$ cat config.mk
export PLATFORM = sky130hd
export DESIGN_NAME = rt_transmit_dev
export DESIGN_NICKNAME = d
export VERILOG_FILES = /design/src/rtl/rt_transmit_dev.sv
export SDC_FILE = /design/constraint.sdc
export NUM_CORES = 1
export LEC_CHECK = 0
export ABC_AREA = 1
export CAP_MARGIN = 10
export CORE_ASPECT_RATIO = 1.4
export CORE_MARGIN = 1
export CORE_UTILIZATION = 52
export DETAILED_ROUTE_END_ITERATION = 12
export PLACE_DENSITY = 0.69
export SETUP_SLACK_MARGIN = 0.1
export SYNTH_ARGS = -nofsm -noshare
export SYNTH_HDL_FRONTEND = slang
export SYNTH_SLANG_ARGS = --single-unit
$ cat constraint.sdc
create_clock -name clk -period 2.2 [get_ports clk]
set_input_delay 0.22 -clock clk [delete_from_list [all_inputs] [get_ports clk]]
set_output_delay 0.22 -clock clk [all_outputs]
set_load 0.005 [all_outputs]
$ cat src/rtl/rt_transmit_dev.sv
// rt_transmit_dev: MKIO / MIL-STD-1553 remote-terminal transmit-side message handler.
//
// On an accepted transmit command the block waits a fixed response gap, sends the status word
// and then streams N data words out of a local 32x16 buffer to the Manchester encoder through
// a ready/busy handshake. The host loads the buffer through an independent write port.
//
// Ports:
//   clk, reset            system clock, asynchronous active-high reset
//   start                 one-cycle pulse, cmd_word/cmd_perr valid
//   cmd_word, cmd_perr    decoded command word and its parity error flag
//   host_we/addr/data     buffer write port (usable at any time)
//   tx_data, tx_cd        word to encoder, 1 = command/status sync, 0 = data sync
//   tx_ready              word valid, held until the encoder raises tx_busy
//   tx_busy               encoder is transmitting
//   busy                  message in progress
//   done                  one-cycle pulse, message completed normally
//   timeout_err           one-cycle pulse, encoder never accepted a word
module rt_transmit_dev #(
    parameter logic [4:0]  ADDRESS    = 5'd1,
    parameter logic [7:0]  GAP_CYCLES = 8'd20,
    parameter logic [15:0] TIMEOUT    = 16'd4000
) (
    input  logic        clk,
    input  logic        reset,
    input  logic        start,
    input  logic [15:0] cmd_word,
    input  logic        cmd_perr,
    input  logic        host_we,
    input  logic [4:0]  host_addr,
    input  logic [15:0] host_data,
    output logic [15:0] tx_data,
    output logic        tx_cd,
    output logic        tx_ready,
    input  logic        tx_busy,
    output logic        busy,
    output logic        done,
    output logic        timeout_err
);

    typedef enum logic [2:0] {
        StIdle,
        StGap,
        StLdStatus,
        StSend,
        StWaitDone,
        StRdMem,
        StLdData
    } state_e;

    state_e      state_q, state_d;
    logic [15:0] cnt_q, cnt_d;
    logic [5:0]  n_q, n_d;
    logic        mode_q, mode_d;
    logic [5:0]  wcnt_q, wcnt_d;
    logic [4:0]  rd_addr_q, rd_addr_d;
    logic [15:0] tx_data_q, tx_data_d;
    logic        tx_cd_q, tx_cd_d;
    logic        tx_ready_q, tx_ready_d;
    logic        busy_q, busy_d;
    logic        done_q, done_d;
    logic        timeout_q, timeout_d;

    logic [15:0] mem [32];
    logic [15:0] rdata_q;

    logic        cmd_accept;
    logic        cmd_mode;
    logic [5:0]  cmd_n;

    // Buffer: read port free-runs on rd_addr_q. Non-blocking update of mem gives read-first
    // behaviour when the host writes the address being read in the same cycle.
    always_ff @(posedge clk) begin
        if (host_we) begin
            mem[host_addr] <= host_data;
        end
        rdata_q <= mem[rd_addr_q];
    end

    always_comb begin
        cmd_accept = start && !cmd_perr && (cmd_word[15:11] == ADDRESS) && cmd_word[10];
        cmd_mode   = (cmd_word[9:5] == 5'd0) || (cmd_word[9:5] == 5'd31);
        // A zero count field encodes 32 words: the MSB is set exactly when the field is zero.
        cmd_n      = {cmd_word[4:0] == 5'd0, cmd_word[4:0]};
    end

    always_comb begin
        state_d    = state_q;
        cnt_d      = cnt_q;
        n_d        = n_q;
        mode_d     = mode_q;
        wcnt_d     = wcnt_q;
        rd_addr_d  = rd_addr_q;
        tx_data_d  = tx_data_q;
        tx_cd_d    = tx_cd_q;
        tx_ready_d = tx_ready_q;
        done_d     = 1'b0;
        timeout_d  = 1'b0;

        unique case (state_q)
            StIdle: begin
                tx_ready_d = 1'b0;
                if (cmd_accept) begin
                    n_d       = cmd_n;
                    mode_d    = cmd_mode;
                    wcnt_d    = 6'd0;
                    rd_addr_d = 5'd0;
                    cnt_d     = 16'd0;
                    state_d   = StGap;
                end
            end
            StGap: begin
                if ((cnt_q + 16'd1) >= {8'd0, GAP_CYCLES}) begin
                    cnt_d   = 16'd0;
                    state_d = StLdStatus;
                end else begin
                    cnt_d = cnt_q + 16'd1;
                end
            end
            StLdStatus: begin
                tx_data_d  = {ADDRESS, 11'd0};
                tx_cd_d    = 1'b1;
                tx_ready_d = 1'b1;
                cnt_d      = 16'd0;
                state_d    = StSend;
            end
            StSend: begin
                if (tx_busy) begin
                    tx_ready_d = 1'b0;
                    state_d    = StWaitDone;
                end else if ((cnt_q + 16'd1) >= TIMEOUT) begin
                    tx_ready_d = 1'b0;
                    timeout_d  = 1'b1;
                    state_d    = StIdle;
                end else begin
                    cnt_d = cnt_q + 16'd1;
                end
            end
            StWaitDone: begin
                if (!tx_busy) begin
                    if (mode_q || (wcnt_q == n_q)) begin
                        done_d  = 1'b1;
                        state_d = StIdle;
                    end else begin
                        state_d = StRdMem;
                    end
                end
            end
            StRdMem: begin
                // rd_addr_q has been stable on the read port since the last load, so the
                // buffer output is already valid and the word is loaded here directly; this
                // keeps data tx_ready two cycles after the previous tx_busy fall.
                tx_data_d  = rdata_q;
                tx_cd_d    = 1'b0;
                tx_ready_d = 1'b1;
                rd_addr_d  = rd_addr_q + 5'd1;
                wcnt_d     = wcnt_q + 6'd1;
                cnt_d      = 16'd0;
                state_d    = StSend;
            end
            default: begin
                state_d = StIdle;
            end
        endcase

        busy_d = (state_d != StIdle);
    end

    always_ff @(posedge clk or posedge reset) begin
        if (reset) begin
            state_q    <= StIdle;
            cnt_q      <= 16'd0;
            n_q        <= 6'd0;
            mode_q     <= 1'b0;
            wcnt_q     <= 6'd0;
            rd_addr_q  <= 5'd0;
            tx_data_q  <= 16'h0000;
            tx_cd_q    <= 1'b0;
            tx_ready_q <= 1'b0;
            busy_q     <= 1'b0;
            done_q     <= 1'b0;
            timeout_q  <= 1'b0;
        end else begin
            state_q    <= state_d;
            cnt_q      <= cnt_d;
            n_q        <= n_d;
            mode_q     <= mode_d;
            wcnt_q     <= wcnt_d;
            rd_addr_q  <= rd_addr_d;
            tx_data_q  <= tx_data_d;
            tx_cd_q    <= tx_cd_d;
            tx_ready_q <= tx_ready_d;
            busy_q     <= busy_d;
            done_q     <= done_d;
            timeout_q  <= timeout_d;
        end
    end

    assign tx_data     = tx_data_q;
    assign tx_cd       = tx_cd_q;
    assign tx_ready    = tx_ready_q;
    assign busy        = busy_q;
    assign done        = done_q;
    assign timeout_err = timeout_q;

endmodule

# Word-level counts from Yosys, hierarchy flattened

Memories as Yosys holds them, arrays and structs flattened. A register that Yosys moved wholly into a read port is not among the register bits.
Cells that the tools add are included.

Flip-flop bits (word level): 58
Word-level logic and storage cells: 78
Output and inout bits: 21
Bits in writable memories: 512
Bits of input ports: 43
Latch bits: 0
Memory bits (read-only): 0
Memories kept: 1

Muxes and demuxes: 29
Shift operators: 0
Magnitude comparators: 2
Add/sub/neg operators: 3
Bitwise operators: 0
Reductions and logical operators: 19
Divide/modulo/power cells: 0
Multipliers: 0
Equal/unequal tests: 12

Memory list:

| memory | depth | bits a word | rd ports | clocked after memory_dff | write ports | line | RTL |
|---|---|---|---|---|---|---|---|
| mem    | 32    | 16          | 1        | 1                        | 1           | 63   | `logic [15:0] mem [32];` |

Operator list:

| kind                    | count |
|---|---|
| $mux W16                | 4 |
| $pmux W16 S4            | 1 |
| $pmux W16 S2            | 1 |
| $mux W3                 | 6 |
| $add A16 B1 Y16 const B | 1 |
| $ge A16 B12 Y1 const B  | 1 |
| $ge A16 B5 Y1 const B   | 1 |
| $pmux W3 S5             | 1 |
| $pmux W6 S2             | 1 |
| $logic_not A5 Y1        | 2 |
| $mux W1                 | 10 |
| $pmux W5 S2             | 1 |
| $add A6 B1 Y6 const B   | 1 |
| $eq A3 B2 Y1 const B    | 2 |
| $eq A3 B3 Y1 const B    | 2 |
| $eq A6 B6 Y1            | 1 |
| $mux W6                 | 1 |
| $ne A2 B2 Y1 const B    | 3 |
| $reduce_and A2 Y1       | 3 |
| $reduce_bool A3 Y1      | 2 |
| $add A5 B1 Y5 const B   | 1 |
| $eq A5 B1 Y1 const B    | 1 |
| $eq A5 B5 Y1 const B    | 1 |
| $mux W5                 | 1 |
| 12 further kinds        | 16 |

# Longest topological paths before layout

Depth in word-level cells: 7
Depth in mapped cells: 15
Mapped depth without buffers: 15

# Worst setup path before layout

No wires, ideal clock.

Kind: register to register
From: register cnt_q[0]
To: register cnt_q[7]
Cell stages (with the launch flop): 16
Clock period less this slack: 1.942 ns
Setup slack: 0.258 ns
Arrival time: 1.824 ns
Data required time: 2.083 ns
Path buffers: 1
Setup time: 0.117 ns
Cell sequence: dfrtp_1 ha_1 nand3_1 nor2_2 nand3_1 nand2_1 nand2_1 inv_1 nand2_2 nor2_4 nand2_2 nand2_4 nand3_4 buf_6 nand2_2 o21ai_2

Cells in the longest elaborated chain, start to end: 4
Elaborated cells on any way between the ends: 9
Those cells by class: 1 x add/sub; 2 x order compare; 1 x eq/ne; 4 x mux; 1 x reduce/logical

RTL lines:

| item                                                     | line | RTL |
|---|---|---|
| start: declaration                                       | 51   | `logic [15:0] cnt_q, cnt_d;` |
| start signal: assignment                                 | 184  | `cnt_q <= cnt_d;` |
| $add A16 B1 Y16 *                                        | -    |  |
| $ge A16 B5 Y1, or another cell as far along              | 112  | `if ((cnt_q + 16'd1) >= {8'd0, GAP_CYCLES}) begin` |
| $mux W16, or another cell as far along                   | 112  |  |
| $pmux W16 S4 / $reduce_and A4 Y1 (equally long branches) | -    |  |

Every way passes the cells marked *; elsewhere a longest branch is shown, timed or not. The select of a mux whose other input is x is not followed.
A chain may end at the register's enable or synchronous reset.

==> summary.md <==
| Metric | Value |
|---|---|
| Status | `finished clean` |
| Via density | `between 6 and 7` |
| Lkg Pwr | `between 9 and 10 nW` |
| Top Metal Used | `met4` |
| Die Ht | `around 250 um` |
| Total congestion overflow | `0` |
| Min-delay worst type | `in -> reg` |
| Final non-filler cell total | `about 2700` |
| Register area share after synthesis | `~73%` |
| Power density of the placed cells | `roughly 1200 nW/um^2` |
| Worst Path Max Fanout | `23` |
| Number of CTS-inserted buffers | `53` |
| Vias | `16051` |
| Core area | `44300 sq um` |
| Max stage delay on crit path | `around 540 ps` |
| Critical path class | `reg -> reg` |
| Worst Setup Slack, final | `about 170 ps` |
| CTS Buffer Depth | `3` |
| Total Routing Usage GR | `between 20% and 30%` |
| Avg WL per Cell | `~22 um` |
| Layout Nets | `roughly 2100` |
| Worst Path Arrival | `2550 ps` |
| Die ar. | `about 46000 sq um` |
| Fin crit share | `92.3%` |
| WP data required | `about 2700 ps` |
| Fillers | `between 3000 and 4000` |
| I/O pin cnt | `64` |
| Area Overhead vs Synth | `17.3%` |
| Distinct cells, synth | `43` |
| WL met1 | `roughly 22 mm` |
| Initial antenna violation count | `0` |
| Worst path slowest cell | `dfrtp_4` |
| Reg2reg path depth | `8` |
| #FFs+latches synth | `586` |
| Final setup fails | `0` |
| Ys Warns | `0` |
| Root buf cell | `clkbuf_16` |
| Post-synthesis cell area | `23500 sq um` |
| Fin crit period | `between 2000 and 2500 ps` |
| Synth Area per Inst | `about 12 sq um` |
| CP Capture Type | `flop` |
| CP cell instances | `clkinv_2, buf_4, o21ai_0, o22ai_1, o21ai_0, o22ai_1, nand2_1, nand2_1` |
| Asr flop ratio synth | `roughly 9.9%` |
| Row count | `a little over 90` |
| Met3 WL | `4.28 mm` |
| CP startpoint kind | `flop` |
| Final instance area | `around 28000 sq um` |
| Post-DRT Antenna Nets | `0` |
| Routed wl met2 | `roughly 30 mm` |
| H-tree Lvls | `2` |
| CTS tree | `built` |
| First-pass GRT wire length | `88.6 mm` |
| Top FF cell, synth | `edfxtp_1` |
| Starting density of the core | `a little over half` |
| IO buf count | `63` |
| Post-synthesis instance total | `just under 2000` |
| Fmax | `about 490 MHz` |
| DR iter-0 viols | `around 1500` |
| Routability Congestion | `0.856` |
| Reg clk slew, reported paths | `about 60 ps` |
| 1st-pass router iterations | `5` |
| Slew headroom | `50.8%` |
| Dpl cell area | `25600 sq um` |
| Number of stages on the worst setup path | `8` |
| Hold Path Stages | `3` |
| Pre-CTS setup slack | `40.7 ps` |
| Largest net degree at the start of global routing | `69` |
| Slew @ Worst Pin | `roughly 730 ps` |
| Die Wd | `roughly 180 um` |
| Final hold vios | `0` |
| Aggregate negative setup slack | `0 ps` |
| Residual DRC | `0` |
| Max Cap Viol | `0` |
| Post-DP HPWL | `roughly 35 mm` |
| Mapped Nets | `1980` |
| Vias in the first global route | `around 16000` |
| Final Skew | `19.3 ps` |
| Placed cells | `approximately 2500` |
| RSZ-0062 raised after global routing | `false` |
| Number of synthesized flops with an enable pin | `512` |
| Worst vdd rail ir drop | `0.690 mV` |
| Routed WL | `approximately 60 mm` |
| Fin. max-slew vios | `0` |
| WP buf/inv | `2` |
| Top cell family by delay on the critical path | `compound AO/OA/AOI/OAI gates` |
| Antenna Cells | `0` |
| Share of cells above drive strength 1 | `12.8%` |
| Finished Core Util | `between 60 and 70%` |
| Worst-skew pair later-pin latency | `approximately 600 ps` |
| CTS Sinks | `~590` |
## stage by stage
step / total power [mW] / hold WS, ps
2_1_floorplan: 19.2 / 286
3_3_place_gp: 22.7 / 439
3_5_place_dp: 22.9 / 443
4_1_cts: 32.2 / 205
5_1_grt: 33.8 / 254
6_report: 32.4 / 223
## routing by layer
metal,global-route usage (%),vias to the layer above
met5,0,-
met4,11.1,0
met3,3.71,161
met2,45.5,734
met1,30.8,7886
li1,-,7270
## where the power goes
part | switching, mW | internal [mW]
sequential | 0.419 | 12.6
combinational | 6.54 | 3.42
clock | 3.96 | 5.38
## layout make-up
class	instances	area, sq um	area share, %
Multi-Input combinational cell	1180	5850	21.3
Inverter	54	216	0.786
Sequential cell	586	17200	62.3
Clock buffer	65	1410	5.13
Tap cell	558	698	2.53
Clock inverter	30	338	1.23
Timing Repair Buffer	177	1860	6.76
## timing repair
action / in CTS / in global routing
hold buffers: 1 / 0
pin swaps: 0 / 5
endpoints found under the setup margin: 16 / 32
setup buffers: 0 / 5
hold endpoints to repair: 21 / 0
resized for setup: 1 / 33
gates cloned: 1 / 2
## worst min-delay path, stage by stage
cell	delay (ps)
clkdlybuf4s50_1	400
inv_1	60
o21ai_0	80
## Yosys cell counts, types with 2 or more instances
cell	number	area share [%]
edfxtp_1	512	65
nor2_1	389	6.2
o21ai_0	330	7.0
nand2_1	167	2.7
o22ai_1	158	4.2
clkbuf_1	104	1.7
dfrtp_1	58	6.2
inv_1	51	0.82
nand3_1	37	0.79
dfxtp_1	16	1.4
a22o_1	15	0.56
nand4_1	13	0.35
nand2_2	8	0.21
a21oi_1	7	0.15
o21ai_2	7	0.26
buf_1	6	0.096
xor2_1	6	0.22
ha_1	4	0.21
nor4_1	4	0.11
buf_2	3	0.064
clkinv_1	3	0.048
nor2_4	3	0.14
nor3_1	3	0.064
o21bai_1	3	0.096
xnor2_1	3	0.11
buf_6	2	0.096
mux2_2	2	0.096
nand3b_1	2	0.064
o21ai_1	2	0.043
or2_2	2	0.053
## flip-flops by register name, indices dropped and copies added (netlist names)
| register | flops |
|---|---|
| mode_q | 1 |
| done | 1 |
| rdata_q | 16 |
| tx_ready | 1 |
| timeout_err | 1 |
| cnt_q | 16 |
| wcnt_q | 6 |
| tx_cd | 1 |
| busy | 1 |
| state_q | 3 |
| tx_data | 16 |
| rd_addr_q | 5 |
| mem | 512 |
| n_q | 6 |
## worst paths after layout
check	from	to	slack [ps]
max reg2reg	rd_addr_q[1]$_DFFE_PP0P_	rdata_q[0]$_DFF_P_	170
max in group asynchronous	reset	cnt_q[2]$_DFFE_PP0P_	1060
max	rd_addr_q[1]$_DFFE_PP0P_	rdata_q[0]$_DFF_P_	170
min	cmd_word[1]	n_q[1]$_DFFE_PP0P_	220
min reg2reg	rdata_q[7]$_DFF_P_	tx_data[7]$_DFFE_PP0P_	450
min in group asynchronous	reset	mode_q$_DFFE_PP0P_	550
## cell families (layout without fill, tap and decap cells)
kind of cell               count (synthesis)  in the layout  share of synthesized area (%)
xor gates and xnor gates                   9              9                          0.336
AOI/OAI and AO/OA                        530            530                           12.6
and+or+nand+nor                          631            634                           10.8
muxes                                      3              3                          0.139
buffers and inverters                    170            326                           2.81
adders and majority gates                  4              4                          0.213
DFF                                      586            586                           73.0
## placed cells by master (no fill, tap or decap), types with 3 or more instances in the layout
cell type        instances
clkinv_2                12
buf_12                  28
a22o_1                  15
nand3_4                  4
o21ai_2                  7
clkdlybuf4s50_1         63
nor2_4                   7
xor2_1                   6
o21ai_1                  3
xnor2_1                  3
nor4_1                   4
nand2_1                164
nand2_2                 10
dfrtp_2                  6
o21ai_0                329
a21oi_1                  7
edfxtp_1               512
inv_1                   48
ha_1                     3
clkinv_1                 9
nand3_1                 35
o21bai_1                 3
bufinv_16                7
nor3_1                   3
nor2_1                 360
clkbuf_16               55
o22ai_1                158
nor2_2                  26
dfrtp_1                 50
clkbuf_1                10
nand4_1                 13
buf_4                   83
dfxtp_1                 16
No activity file was read; power rests on OpenSTA's default activity.
==> edit, RTL diff (config.mk and constraints unchanged) <==
Re-encode `state_e` (7 states) as Gray code, 3 bits wide.
--- a/src/rtl/rt_transmit_dev.sv
+++ b/src/rtl/rt_transmit_dev.sv
@@ -40,9 +40,9 @@
     typedef enum logic [2:0] {
-        StIdle,
-        StGap,
-        StLdStatus,
-        StSend,
-        StWaitDone,
-        StRdMem,
-        StLdData
+        StIdle     = 3'b000,
+        StGap      = 3'b001,
+        StLdStatus = 3'b011,
+        StSend     = 3'b010,
+        StWaitDone = 3'b110,
+        StRdMem    = 3'b111,
+        StLdData   = 3'b101
     } state_e;
Formal check against the unedited RTL: no difference found for any inputs over 10 cycles, from zero or initial values and one cycle with reset high; not proved beyond that.
==> edit against the unedited design <==
- setup slack worse by 0.040 ns
- sequential cell count unchanged
- cell area up 0.21%
- first-iteration DRC count down 0.48%
- wire length up 1.6%
- core utilization up 0.13 points
- synthesized area up 0.12%
- total power down 16%
- largest power group unchanged
==> edit: results (changes against the unedited design) <==
| Metric | Value |
|---|---|
| Slowest CP cell | dfrtp_1 |
| Post-DP HPWL | 37.55 mm (+6.7%) |
| Seq/Total Area, Yosys | 0.7295 (-0.0008554) |
| Worst Path Max Fanout | 6 (-74%) |
| Distinct cell type count after synthesis | 39 (-9.3%) |
| Ratio of cells with drive above 1 in the final layout | 0.1251 (-0.002570) |
| 1st-pass router iterations | 8 (+3) |
| Worst Hold Class | in -> async |
| Antenna violations before repair | 1 (+1) |
| Initial drt markers | 1464 (-0.48%) |
| Final Instance Count excl. Fillers | 2670 (+0.75%) |
| Fill cells | 3388 (+2.7%) |
| Placer Congestion | 0.8687 (+1.5%) |
| Syn avg cell area | 12.17 um2 (+0.17%) |
| Detailed-route via count | 15970 (-0.52%) |
| Final wirelength | 59.56 mm (+1.6%) |
| Worst Slack Setup Final | 0.1281 ns (-0.04046 ns) |
| Crit path arrival time | 2.54 ns (about the same) |
| Pre-CTS setup slack | -0.02039 ns (-0.06108 ns) |
| Delay-heaviest family, CP | simple AND/OR/NAND/NOR gates |
| Maximum number of pins on one net before global-route repair | 64 (-7.2%) |
| Sw Share | 0.2834 (-0.05390) |
| Leak pwr | 9.666 nW (+1.5%) |
| First-pass GRT wire length | 89.78 mm (+1.3%) |
| GRT Total Usage | 0.2591 (+0.003954) |
| List of most frequent post-synthesis cells | 512 x edfxtp_1, 388 x nor2_1, 298 x o21ai_0 |
| Placed insts | 2564 (+0.71%) |
| Clock skew | 0.01813 ns (-0.001140 ns) |
| Synth area leaders | edfxtp_1 65%, o21ai_0 6.3%, nor2_1 6.2% |
| Net count, final | 2118 (+0.91%) |
| Syn Nets | 1979 (-0.051%) |
| Worst rel slew slack | 0.5393 (+0.03179) |
| VDD IR max | 0.0005897 V (-15%) |
| Slowest stage delay, CP | 0.44 ns (-0.10 ns) |
| Outcome | finished clean |
| Register clock-pin slew on the reported worst setup and hold paths | 0.06 ns (about the same) |
| Area after DPL | 25690 um2 (+0.40%) |
-- edit: final timing paths --
check	cells after the start	to	start
worst max-delay path	14	cnt_q[1]	cnt_q[0]
worst min-delay path	3	wcnt_q[2]	reset
worst max register to register	14	cnt_q[1]	cnt_q[0]
worst min register to register	1	tx_data[12]	rdata_q[12]
max in group asynchronous	3	cnt_q[8]	reset
min in group clk	3	n_q[4]	cmd_word[4]
-- edit: cell type report --
type,instances,area share
Inverter,58,0.008386
Multi-Input combinational cell,1171,0.2101
Clock buffer,71,0.05158
Sequential cell,586,0.6218
Antenna cell,1,0.00009066
Clock inverter,24,0.008884
Tap cell,558,0.02529
Timing Repair Buffer,201,0.07380
-- edit: worst min-delay path: cells and delay by family --
family | cells | cell delay (ns)
buffers and inverters | 3 | 0.78
-- edit: routing by layer --
| metal | GRT usage | routed length, um | vias to the layer above |
|---|---|---|---|
| li1 | - | - | 7281 |
| met1 | 0.3150 | 22300 | 7887 |
| met2 | 0.4736 | 31540 | 669 |
| met3 | 0.02809 | 3898 | 130 |
| met4 | 0.09806 | 1820 | 0 |
| met5 | 0 | 0 | - |
-- edit: what timing repair did --
item                       CTS  global route
gates cloned                 0             1
gates resized for setup      5            34
hold buffers                 0             0
pin swaps                    0             8
setup endpoints to repair   17            29
setup buffers                2             7
-- edit: cells by family (layout without fill, tap and decap cells) --
family | Yosys count | count (layout) | synth area share
mux | 1 | 1 | 0.0004259
flops | 586 | 586 | 0.7295
other cells | 0 | 1 | 0
simple gates | 627 | 627 | 0.1070
buf+inv | 175 | 354 | 0.02955
fa+ha+maj | 4 | 4 | 0.002129
compound gates | 530 | 530 | 0.1280
xor+xnor | 9 | 9 | 0.003354
-- edit: per-stage QoR --
stage          hold WS, ns    util  power [mW]
6_report           0.02728  0.6232       27.12
5_1_grt            0.05129  0.6232       28.07
4_1_cts            0.01684  0.6185       27.07
3_5_place_dp        0.4360  0.5800       18.18
3_3_place_gp        0.4305  0.5800       18.05
2_1_floorplan       0.3189       -       15.92
-- edit: power groups by stage --
stage	registers (mW)	clock network, mW	logic (mW)
floorplan	12.8	0	3.09
CTS	12.7	9.07	5.27
global placement	13.0	0	5.10
detailed placement	13.0	0	5.21
global route	12.8	9.44	5.88
finish	12.7	8.96	5.42
